$ cat config.mk
export PLATFORM = sky130hd
export DESIGN_NAME = multi_timer
export DESIGN_NICKNAME = d
export VERILOG_FILES = /design/src/rtl/multi_timer_pkg.sv /design/src/rtl/timer_channel.sv /design/src/rtl/multi_timer.sv
export SDC_FILE = /design/constraint.sdc
export NUM_CORES = 1
export LEC_CHECK = 0
export CORE_MARGIN = 4
export CORE_UTILIZATION = 43
export CTS_BUF_LIST = sky130_fd_sc_hd__clkbuf_8
export CTS_CLUSTER_DIAMETER = 150
export DETAILED_ROUTE_END_ITERATION = 6
export PLACE_DENSITY = 0.68
export SETUP_SLACK_MARGIN = 0.1
export SLEW_MARGIN = 20
export SYNTH_ARGS = -nofsm -noshare
export SYNTH_HDL_FRONTEND = slang
export SYNTH_SLANG_ARGS = --single-unit
export TNS_END_PERCENT = 10
$ cat constraint.sdc
create_clock -name clk -period 9.73 [get_ports clk]
set_input_delay 0.973 -clock clk [delete_from_list [all_inputs] [get_ports clk]]
set_output_delay 0.973 -clock clk [all_outputs]
set_load 0.02 [all_outputs]
$ cat src/rtl/multi_timer_pkg.sv
// Shared register map, CTRL/STAT bit positions and channel state type for multi_timer.
// Optional build macro: MULTI_TIMER_PRESCALER_EN (offset 6 becomes a per-channel prescaler).
package multi_timer_pkg;

    localparam logic [2:0] OFF_B0   = 3'd0;
    localparam logic [2:0] OFF_B1   = 3'd1;
    localparam logic [2:0] OFF_B2   = 3'd2;
    localparam logic [2:0] OFF_B3   = 3'd3;
    localparam logic [2:0] OFF_CTRL = 3'd4;
    localparam logic [2:0] OFF_STAT = 3'd5;
    localparam logic [2:0] OFF_PRE  = 3'd6;

    localparam int unsigned CTRL_EN   = 0;
    localparam int unsigned CTRL_AUTO = 1;
    localparam int unsigned CTRL_IE   = 2;
    localparam int unsigned STAT_SHOT = 7;

    typedef enum logic {
        ChIdle,
        ChRun
    } chan_state_e;

    // Byte k of a zero-extended counter; bytes beyond the counter width come back as 0.
    function automatic logic [7:0] byte_sel(input logic [31:0] v, input logic [1:0] k);
        return v[{k, 3'b000} +: 8];
    endfunction

endpackage

$ cat src/rtl/timer_channel.sv
// One down-counting timer channel: counter, reload, CTRL bits, sticky shot flag and prescaler.
// Optional build macro: MULTI_TIMER_PRESCALER_EN (without it a tick happens every clk).
module timer_channel
    import multi_timer_pkg::*;
#(
    parameter int unsigned WIDTH = 16
) (
    input  logic             clk,
    input  logic             rst,
    input  logic             wr,
    input  logic [2:0]       off,
    input  logic [7:0]       wdata,
    output logic [WIDTH-1:0] counter,
    output logic             en,
    output logic             auto_rl,
    output logic             ie,
    output logic             shot,
    output logic [7:0]       pre
);

    localparam int unsigned NB = WIDTH / 8;

    chan_state_e      state_q;
    logic [WIDTH-1:0] counter_q;
    logic [WIDTH-1:0] reload_q;
    logic             auto_q;
    logic             ie_q;
    logic             shot_q;
    logic             tick;
    logic             wr_ctrl;
    logic             wr_stat_clr;
    logic             start;

    assign wr_ctrl     = wr && (off == OFF_CTRL);
    assign wr_stat_clr = wr && (off == OFF_STAT) && wdata[STAT_SHOT];
    assign start       = wr_ctrl && wdata[CTRL_EN] && (state_q == ChIdle);

`ifdef MULTI_TIMER_PRESCALER_EN
    logic [7:0] pre_val_q;
    logic [7:0] pre_cnt_q;

    assign tick = (pre_cnt_q == 8'd0);
    assign pre  = pre_val_q;

    always_ff @(posedge clk or posedge rst) begin
        if (rst) begin
            pre_val_q <= 8'd0;
            pre_cnt_q <= 8'd0;
        end else begin
            if (wr && (off == OFF_PRE)) begin
                pre_val_q <= wdata;
            end
            if (start) begin
                pre_cnt_q <= pre_val_q;
            end else if (state_q == ChRun) begin
                pre_cnt_q <= tick ? pre_val_q : pre_cnt_q - 8'd1;
            end
        end
    end
`else
    assign tick = 1'b1;
    assign pre  = 8'd0;
`endif

    // Reload bytes beyond the counter width do not exist, so writes to them fall away.
    always_ff @(posedge clk or posedge rst) begin
        if (rst) begin
            reload_q <= '0;
        end else if (wr && !off[2]) begin
            for (int k = 0; k < NB; k++) begin
                if (off[1:0] == 2'(k)) begin
                    reload_q[8*k +: 8] <= wdata;
                end
            end
        end
    end

    always_ff @(posedge clk or posedge rst) begin
        if (rst) begin
            state_q   <= ChIdle;
            counter_q <= '0;
            auto_q    <= 1'b0;
            ie_q      <= 1'b0;
            shot_q    <= 1'b0;
        end else begin
            // The expiry assignment further down overrides this clear in the same cycle.
            if (wr_stat_clr) begin
                shot_q <= 1'b0;
            end
            if (wr_ctrl) begin
                auto_q <= wdata[CTRL_AUTO];
                ie_q   <= wdata[CTRL_IE];
            end
            case (state_q)
                ChIdle: begin
                    if (start) begin
                        state_q   <= ChRun;
                        counter_q <= reload_q;
                    end else if (wr_ctrl) begin
                        counter_q <= '0;
                    end
                end
                ChRun: begin
                    if (wr_ctrl && !wdata[CTRL_EN]) begin
                        state_q   <= ChIdle;
                        counter_q <= '0;
                    end else if (tick) begin
                        if (counter_q == '0) begin
                            shot_q <= 1'b1;
                            if (auto_q) begin
                                counter_q <= reload_q;
                            end else begin
                                state_q <= ChIdle;
                            end
                        end else begin
                            counter_q <= counter_q - WIDTH'(1);
                        end
                    end
                end
            endcase
        end
    end

    assign counter = counter_q;
    assign en      = (state_q == ChRun);
    assign auto_rl = auto_q;
    assign ie      = ie_q;
    assign shot    = shot_q;

endmodule

$ cat src/rtl/multi_timer.sv
// Multi-channel timer: byte-wide register port, per-channel timers, registered read data and irq.
// Optional build macro: MULTI_TIMER_PRESCALER_EN (handled inside timer_channel).
module multi_timer
    import multi_timer_pkg::*;
#(
    parameter int unsigned  NCH   = 4,
    parameter int unsigned  WIDTH = 16,
    localparam int unsigned AW    = $clog2(NCH) + 3
) (
    input  logic          clk,
    input  logic          rst,
    output logic [7:0]    dbr,
    input  logic [7:0]    dbw,
    input  logic [AW-1:0] addr,
    input  logic          we,
    output logic          irq
);

    logic [NCH-1:0][WIDTH-1:0] cnt;
    logic [NCH-1:0][7:0]       pre;
    logic [NCH-1:0]            en;
    logic [NCH-1:0]            auto_rl;
    logic [NCH-1:0]            ie;
    logic [NCH-1:0]            shot;
    logic [NCH-1:0]            wr_ch;
    logic [2:0]                off;
    int unsigned               ch_sel;
    logic [7:0]                rdata;

    assign off = addr[2:0];

    // With a single channel the address carries no channel field at all.
    if (AW > 3) begin : g_ch_field
        assign ch_sel = 32'(addr[AW-1:3]);
    end else begin : g_no_ch_field
        assign ch_sel = 32'd0;
    end

    for (genvar g = 0; g < NCH; g++) begin : g_ch
        assign wr_ch[g] = we && (ch_sel == g);

        timer_channel #(
            .WIDTH (WIDTH)
        ) u_chan (
            .clk     (clk),
            .rst     (rst),
            .wr      (wr_ch[g]),
            .off     (off),
            .wdata   (dbw),
            .counter (cnt[g]),
            .en      (en[g]),
            .auto_rl (auto_rl[g]),
            .ie      (ie[g]),
            .shot    (shot[g]),
            .pre     (pre[g])
        );
    end

    // Channel indices at or above NCH match no channel and read as 0.
    always_comb begin
        rdata = 8'h00;
        for (int unsigned i = 0; i < NCH; i++) begin
            if (ch_sel == i) begin
                case (off)
                    OFF_B0, OFF_B1, OFF_B2, OFF_B3: rdata = byte_sel(32'(cnt[i]), off[1:0]);
                    OFF_CTRL: begin
                        rdata            = 8'h00;
                        rdata[CTRL_EN]   = en[i];
                        rdata[CTRL_AUTO] = auto_rl[i];
                        rdata[CTRL_IE]   = ie[i];
                    end
                    OFF_STAT: begin
                        rdata            = 8'h00;
                        rdata[STAT_SHOT] = shot[i];
                    end
                    OFF_PRE:  rdata = pre[i];
                    default:  rdata = 8'h00;
                endcase
            end
        end
    end

    always_ff @(posedge clk or posedge rst) begin
        if (rst) begin
            dbr <= 8'h00;
        end else if (!we) begin
            dbr <= rdata;
        end
    end

    assign irq = |(shot & ie);

endmodule

==> flow_metrics.py, run 1 <==
metrics = {
    "route": {
        "vias": 7134,
        "routed_via_density": 6.324,
        "antenna_left": 0,
        "routed_wl_um": 24020,
        "wl_per_cell_um": 21.29,
        "dr.pass1.iters": 5,
        "drc": 0,
        "drtIter0Drc": 1034,
    },
    "floorplanning": {
        "die_area_um2": 22390,
        "num_rows": 51,
        "die_h_um": 149.6,
        "start_util_pct": 44.03,
        "core_um2": 19590,
        "io-pin-count": 25,
        "die_width_um": 149.6,
    },
    "placed_design": {
        "dp_slack_ns": 5.532,
        "dp_hpwl_um": 16440,
        "port_buffers": 24,
        "gp_congestion": 0.9161,
        "dpl.cell_count": 1098,
    },
    "cells_and_area": {
        "nets": 876,
        "layout.cells.non_filler": 1128,
        "area_delta_synth_final_pct": 9.372,
        "utilization_pct": 48.15,
        "drive_gt1_share_pct": 16.69,
        "insertedDiodeCount": 0,
    },
    "yosys": {
        "ys_seq_elements": 152,
        "avgSynthCellArea_um2": 10.13,
        "synthTopCellsByArea": "dfrtp_1 (44%), mux2_2 (9.4%), o21ai_0 (3.6%), mux2i_1 (3.0%), nand2_1 (2.4%)",
        "yosysTopAreaCell": "dfrtp_1",
        "synth_top_area_share_pct": 44.10,
        "synth_fp_nets": 875,
        "syn-cell-area_um2": 8625,
        "async_reset_ff_share_pct": 100.0,
        "synth.yosys.seq_area_share_pct": 44.10,
        "ys_warn_count": 0,
        "synth_common_cells": "dfrtp_1 (152), mux2_2 (72), o21ai_0 (62)",
        "synth.distinct_cells": 83,
        "synth_edf_count": 0,
        "ys.flop_type": "dfrtp_1",
        "yosysMostFrequentCell": "dfrtp_1",
        "synthCells": 851,
    },
    "grt": {
        "grt_max_degree": 83,
        "grt_usage_pct": 22.15,
        "antenna_found_initial": 1,
        "overflow": 0,
        "grt_pass1_vias": 6815,
        "grt_pass1_wl_um": 38530,
    },
    "critical_path": {
        "max_stage_delay_ns": 0.92,
        "crit_slowest_cell": "o31ai_4",
        "cp-end-kind": "flip-flop",
        "crit_top_cell": "o31ai_4",
        "required_ns": 10.09,
        "critical_path_class": "in2reg",
        "cp.arrival_ns": 4.07,
        "cp-start-kind": "primary input",
        "cp_max_fo": 21,
        "crit_chain": "clkdlybuf4s50_1, or2b_1, o31ai_4, o31ai_4, a21o_1, a221o_1",
    },
    "sta": {
        "fmax_mhz": 269.3,
        "layout_min_cycle_time_ns": 3.714,
        "hold_viol": 0,
        "drv_slew": 0,
        "fin_tns_setup_ns": 0,
        "fin_crit_sh_pct": 38.17,
        "clock_skew_ns": 0.009658,
        "worst_slack_ns": 6.016,
        "slew_headroom_pct": 24.57,
        "tightest_slew_ns": 1.125,
        "finalSetupViolations": 0,
        "rsz0062_at_grt": "no",
    },
    "clock_tree": {
        "cts_sinks": 152,
        "numCtsBuffers": 17,
        "cts_hold_buf": 0,
        "cts_max_level": 4,
        "path_clk_slew_ns": 0.08,
        "clockBufferDepth": 2,
        "post_cts_buffers": 0,
        "clk_latency_ns": 0.47,
        "root_buffer": "clkbuf_8",
        "cts_tree": "built",
        "cts_resized": 0,
    },
    "run_status": {
        "status": "completed",
    },
    "power_and_ir_drop": {
        "irDropWorstVdd_uv": 98.61,
        "p_sw_w": 0.001112,
        "power_frac_seq_pct": 39.5,
        "p_leak_nw": 3.929,
        "clock_power_share_pct": 18.4,
        "powerDensity_nw_per_um2": 274.6,
        "p_sw_share_pct": 42.92,
        "pwr-share-comb_pct": 42.1,
        "internal_power_w": 0.001478,
    },
    "run": {
        "drv_cap": 0,
    },
    "worst_hold_path": {
        "hold_path_class": "reg2reg",
    },
}
## state kept, by name (all words and copies together), names as in the netlist
signal / flops
dbr: 8
g_ch.u_chan.auto_rl: 4
g_ch.u_chan.counter: 64
g_ch.u_chan.en: 4
g_ch.u_chan.ie: 4
g_ch.u_chan.reload_q: 64
g_ch.u_chan.shot: 4
## power by group through the flow
stage	sequential, W	clock [W]	combinational (W)
floorplan	0.000937	0	0.000855
global placement	0.00102	0	0.00106
detailed placement	0.00103	0	0.00107
CTS	0.00102	0.000485	0.00107
global route	0.00105	0.000514	0.00120
finish	0.00102	0.000477	0.00109
## metrics by stage
stage	total power [W]	hold slack, ns	cell area [um^2]
after floorplan	0.001791	0.4433	8625
after global placement	0.002079	0.4685	9045
after detailed placement	0.002095	0.4782	9045
after CTS	0.002574	0.5011	9425
after global routing	0.002765	0.5228	9433
final	0.002590	0.4991	9433
## critical path, delay by kind of cell
kind | cells | cell delay (ns)
and+or+nand+nor | 1 | 0.40
buffers and inverters | 1 | 0.91
AOI/OAI and AO/OA | 4 | 1.78
## cell usage in the layout (no fill, tap or decap), drive strengths merged, types with 22 or more instances in the layout
| cell type | count |
|---|---|
| o21ai | 67 |
| nor3 | 40 |
| a21oi | 40 |
| mux2 | 72 |
| nand2 | 55 |
| inv | 43 |
| clkdlybuf4s50 | 23 |
| mux2i | 26 |
| dfrtp | 152 |
| nor4 | 22 |
| nor2 | 28 |
## layer usage
| metal | global-route usage, % | up-vias | wire length (um) |
|---|---|---|---|
| met2 | 33.08 | 284 | 10890 |
| li1 | - | 3259 | - |
| met1 | 31.45 | 3543 | 10730 |
| met4 | 7.414 | 2 | 576 |
| met3 | 5.754 | 46 | 1804 |
| met5 | 0 | - | 13 |
## cell families (layout without fill, tap and decap cells)
family | after synthesis | count (layout) | share of synthesized area (%)
XOR/XNOR | 6 | 6 | 0.6093
adder cells (fa/ha/maj) | 8 | 8 | 1.161
AND/OR/NAND/NOR | 242 | 242 | 15.44
AO/OA/AOI/OAI | 247 | 247 | 20.78
flip-flops | 152 | 152 | 44.10
buffers and inverters | 95 | 107 | 4.671
multiplexers | 101 | 101 | 13.25
## layout make-up
type,count,area (um^2)
Tap cell,265,331.6
Clock buffer,20,275.3
Fill cell,1844,10160
Multi-Input combinational cell,604,4433
Inverter,41,158.9
Clock inverter,10,105.1
Sequential cell,152,3804
Timing Repair Buffer,36,325.3
## final timing paths
kind | from | to | slack (ns) | cells after the start
max | we | g_ch[2].u_chan.counter[4] | 6.02 | 6
max in group asynchronous | rst | g_ch[1].u_chan.counter[15] | 7.37 | 3
max reg2reg | g_ch[0].u_chan.counter[12] | g_ch[0].u_chan.counter[7] | 6.60 | 5
min in group asynchronous | rst | g_ch[2].u_chan.reload_q[15] | 0.99 | 2
min | g_ch[1].u_chan.reload_q[0] | g_ch[1].u_chan.counter[0] | 0.50 | 2
min reg2reg | g_ch[1].u_chan.reload_q[0] | g_ch[1].u_chan.counter[0] | 0.50 | 2
Power figures use the tool's default switching activity.
==> run 2: changes to the inputs <==
clock period = 3.85 ns   (was 9.73 ns; I/O delays follow)
==> run 2 against run 1 <==
  * Non-clock buffer count is 12 higher
  * Via count rose by 0.81%
  * Sequential power rose to 2.5 times the previous value
  * Cell area is 1.2% higher
  * Global-route usage barely moved
  * Clock skew up 0.0031 ns
  * Clock power rose to 2.6 times the previous value
  * Setup slack worse by 5.3 ns
  * First-iteration DRC count decreased by 4.9%
==> flow_metrics.py, run 2 (synthesized netlist as in run 1, its figures left out) <==
metrics = {
    "run_status": {
        "status": "completed",
    },
    "placed_design": {
        "port_buffers": 24,
        "dp_hpwl_um": 16940,
        "gp_congestion": 0.9527,
        "placed_area_um2": 9146,
        "dpl.cell_count": 1110,
    },
    "sta": {
        "finalSetupViolations": 0,
        "drv_slew": 0,
        "slew_headroom_pct": 31.99,
        "fin_crit_sh_pct": 80.95,
        "hold_viol": 0,
        "clock_skew_ns": 0.01276,
        "layout_min_cycle_time_ns": 3.117,
        "rsz0062_at_grt": "no",
        "fmax_mhz": 320.9,
        "fin_tns_setup_ns": 0,
        "tightest_slew_ns": 1.012,
        "holdWs_ns": 0.2658,
    },
    "clock_tree": {
        "clk_latency_ns": 0.46,
        "path_clk_slew_ns": 0.09,
        "cts_tree": "built",
        "root_buffer": "clkbuf_8",
        "numCtsBuffers": 17,
        "cts_resized": 0,
        "cts_sinks": 152,
        "cts_hold_buf": 0,
        "cts_max_level": 4,
        "post_cts_buffers": 0,
        "clockBufferDepth": 2,
    },
    "route": {
        "drtIter0Drc": 983,
        "routed_wl_um": 24480,
        "drc": 0,
        "antenna_left": 0,
        "dr.pass1.iters": 5,
        "vias": 7192,
        "wl_per_cell_um": 21.44,
        "routed_via_density": 6.298,
    },
    "floorplanning": {
        "start_util_pct": 44.03,
        "die_width_um": 149.6,
        "io-pin-count": 25,
        "core_um2": 19590,
        "num_rows": 51,
        "die_h_um": 149.6,
        "die_area_um2": 22390,
    },
    "critical_path": {
        "cp.arrival_ns": 3.46,
        "cp-start-kind": "flip-flop",
        "critical_path_class": "reg2reg",
        "cp-end-kind": "flip-flop",
        "cp_max_fo": 17,
        "required_ns": 4.20,
    },
    "cells_and_area": {
        "drive_gt1_share_pct": 18.02,
        "nets": 888,
        "final-seq-area_um2": 3804,
        "layout_commonest_cell": "dfrtp_1",
        "area_delta_synth_final_pct": 10.68,
        "layout.cells.non_filler": 1142,
        "nFillCells": 1812,
        "insertedDiodeCount": 0,
        "fin_area_um2": 9545,
        "final_cell_mix": "dfrtp_1 (152), mux2_2 (72), o21ai_0 (62), nand2_1 (55), inv_1 (41)",
        "multi_input_area_um2": 4434,
    },
    "power_and_ir_drop": {
        "p_leak_nw": 3.979,
        "power_w": 0.006626,
        "powerDensity_nw_per_um2": 694.2,
        "irDropWorstVdd_uv": 263.4,
    },
    "grt": {
        "grt_max_degree": 80,
        "antenna_found_initial": 1,
        "grt_usage_pct": 22.19,
        "overflow": 0,
        "grt_pass1_wl_um": 38960,
        "grt_pass1_vias": 6910,
    },
    "worst_hold_path": {
        "hold_path_class": "in2async",
    },
    "run": {
        "drv_cap": 0,
    },
}
[run 2: metrics by stage]
step | util [%] | setup WS [ns]
after floorplan | - | 1.342
after global placement | 46.69 | 0.6926
after detailed placement | 46.69 | 0.6585
after CTS | 48.68 | 0.7703
after global routing | 48.73 | 0.5532
final | 48.73 | 0.7333
[run 2: layout make-up]
class,instances,share of cell area (%)
sequential,152,39.85
multi-input combinational,604,46.45
timing repair buffer,48,4.483
clock inverter,13,1.350
tap,265,3.474
clock buffer,19,2.740
inverter,41,1.652
[run 2: final timing paths]
path	slack [ns]	endpoint	depth (start not counted)	start
setup / recovery	0.73	g_ch[2].u_chan.counter[12]	7	g_ch[2].u_chan.counter[0]
max in group asynchronous	2.53	g_ch[3].u_chan.counter[8]	3	rst
hold reg to reg	0.50	g_ch[2].u_chan.counter[12]	2	g_ch[2].u_chan.reload_q[12]
hold / removal	0.27	g_ch[0].u_chan.counter[4]	2	rst
min in group clk	0.50	g_ch[2].u_chan.counter[12]	2	g_ch[2].u_chan.reload_q[12]
setup reg to reg	0.73	g_ch[2].u_chan.counter[12]	7	g_ch[2].u_chan.counter[0]
[run 2: power breakdown]
part	internal, W	total [W]	switching, W
logic	0.00113	0.00280	0.00168
registers	0.00203	0.00259	0.000561
clock network	0.000604	0.00123	0.000625
[run 2: critical path, stage by stage (launching register included)]
cell and delay (ns):
dfrtp_1 0.43, inv_1 0.15, ha_1 0.15, or4b_1 0.56, or4_4 0.67, o31ai_4 0.69, o21ai_0 0.21, o311ai_0 0.13
[run 2: routing by layer]
metal  track usage (%)  part of all wire [%]
met5                 0                 0.045
met4             6.545                   2.3
met3             5.663                   7.4
met2             33.30                    45
met1             31.80                    45
==> run 3: changes to the inputs <==
PLACE_DENSITY = 0.7   (was 0.68)
clock period = 2.86 ns   (was 3.85 ns; I/O delays follow)
==> run 3 against run 2 <==
  * Die area did not move
  * Via count rose by 3.2%
  * Cell count rose by 3.9%
  * Combinational power rose by 48%
  * Total power rose by 41%
  * Setup slack got worse by 0.49 ns
  * Clock skew fell by 0.0038 ns
  * First-iteration DRC count fell by 8.3%
==> flow_metrics.py, run 3 (synthesized netlist as in run 1, its figures left out) <==
metrics = {
    "power_and_ir_drop": {
        "clock_power_share_pct": 18.8,
        "pwr-share-comb_pct": 44.4,
        "p_sw_share_pct": 41.61,
        "p_leak_nw": 4.242,
        "internal_power_w": 0.005460,
        "power_frac_seq_pct": 36.9,
        "powerDensity_nw_per_um2": 938.4,
        "p_sw_w": 0.003892,
        "irDropWorstVdd_uv": 347.2,
    },
    "sta": {
        "clock_skew_ns": 0.008911,
        "fmax_mhz": 381.8,
        "rsz0062_at_grt": "no",
        "finalSetupViolations": 0,
        "hold_viol": 0,
        "layout_min_cycle_time_ns": 2.619,
        "fin_tns_setup_ns": 0,
        "holdWs_ns": 0.1968,
        "drv_slew": 0,
        "fin_crit_sh_pct": 91.57,
        "tightest_slew_ns": 0.9413,
        "slew_headroom_pct": 37.03,
    },
    "route": {
        "antenna_left": 0,
        "drtIter0Drc": 901,
        "vias": 7425,
        "dr.pass1.iters": 5,
        "wl_per_cell_um": 21.17,
        "drc": 0,
        "routed_via_density": 6.255,
        "routed_wl_um": 25130,
    },
    "floorplanning": {
        "core_um2": 19590,
        "start_util_pct": 44.03,
        "die_h_um": 149.6,
        "num_rows": 51,
        "die_width_um": 149.6,
        "die_area_um2": 22390,
        "io-pin-count": 25,
    },
    "cells_and_area": {
        "nets": 933,
        "final_cell_mix": "dfrtp_1 (152), mux2_2 (72), buf_4 (63), o21ai_0 (62), nand2_1 (55)",
        "layout_commonest_cell": "dfrtp_1",
        "area_delta_synth_final_pct": 15.55,
        "drive_gt1_share_pct": 21.72,
    },
    "critical_path": {
        "cp.arrival_ns": 2.96,
        "critPathTopFamily": "simple AND/OR/NAND/NOR gates",
        "critical_path_class": "reg2reg",
        "crit_slowest_cell": "or4_4",
        "cp-end-kind": "flip-flop",
        "cp-start-kind": "flip-flop",
        "max_stage_delay_ns": 0.50,
        "critPathBufInv": 2,
        "cp_max_fo": 7,
        "crit_chain": "inv_1, ha_1, or4b_1, or4_4, o31ai_4, buf_4, o21ai_0, o311ai_0",
        "required_ns": 3.20,
    },
    "clock_tree": {
        "clockBufferDepth": 2,
        "cts_tree": "built",
        "cts_resized": 0,
        "cts_sinks": 152,
        "clk_latency_ns": 0.47,
        "root_buffer": "clkbuf_8",
        "numCtsBuffers": 17,
        "cts_max_level": 4,
        "cts_hold_buf": 0,
        "path_clk_slew_ns": 0.08,
    },
    "run_status": {
        "status": "completed",
    },
    "grt": {
        "grt_max_degree": 38,
        "grt_pass1_wl_um": 39960,
        "grt_usage_pct": 23.04,
        "grt_pass1_vias": 7099,
        "overflow": 0,
        "antenna_found_initial": 1,
    },
    "placed_design": {
        "dp_hpwl_um": 18030,
        "gp_congestion": 0.9410,
        "port_buffers": 24,
    },
    "worst_hold_path": {
        "hold_path_class": "in2async",
    },
    "run": {
        "drv_cap": 0,
    },
}
run 3: final timing paths:
path	startpoint	end	slack [ns]	depth (start not counted)
max	g_ch[2].u_chan.counter[1]	g_ch[2].u_chan.counter[12]	0.24	8
min	rst	g_ch[0].u_chan.reload_q[4]	0.20	2
max reg2reg	g_ch[2].u_chan.counter[1]	g_ch[2].u_chan.counter[12]	0.24	8
min reg2reg	g_ch[3].u_chan.reload_q[6]	g_ch[3].u_chan.counter[6]	0.49	2
max in group asynchronous	rst	g_ch[1].u_chan.counter[7]	2.05	3
min in group clk	addr[0]	g_ch[3].u_chan.en	0.48	4
run 3: cell type report:
type | instances | area [um^2]
sequential | 152 | 3804
clock buffer | 21 | 289.0
tap | 265 | 331.6
clock inverter | 10 | 127.6
inverter | 41 | 157.7
timing repair buffer | 93 | 828.3
fill | 1804 | 9624
multi-input combinational | 604 | 4425
antenna | 1 | 2.502
run 3: repair_timing:
action / in CTS / in global routing
buffers inserted: 0 / 6
endpoints found under the setup margin: 0 / 5
hold endpoints to repair: 0 / 0
run 3: through the flow:
step	instances	total power [W]	setup slack (ns)	util, %	cell area [um^2]
5_1_grt	1187	0.009900	0.1205	50.87	9966
6_report	1187	0.009352	0.2411	50.87	9966
4_1_cts	1180	0.009231	0.1113	50.57	9906
2_1_floorplan	851	0.006095	0.3516	-	8628
3_5_place_dp	1149	0.007468	0.05275	48.44	9489
3_3_place_gp	1149	0.007417	0.08255	48.44	9489
run 3: power groups by stage:
| stage | sequential [W] | combinational [W] | clock (W) |
|---|---|---|---|
| final | 0.00345 | 0.00415 | 0.00175 |
| after global routing | 0.00353 | 0.00451 | 0.00186 |
| after CTS | 0.00343 | 0.00402 | 0.00178 |
| after detailed placement | 0.00346 | 0.00401 | 0 |
| after global placement | 0.00346 | 0.00396 | 0 |
| after floorplan | 0.00319 | 0.00291 | 0 |
run 3: routing by layer:
metal	vias to the layer above	track usage, %	wire length, um
li1	3380	-	-
met2	360	34.12	11090
met1	3629	33.50	11410
met5	-	0	0
met4	0	8.787	871
met3	56	4.452	1769
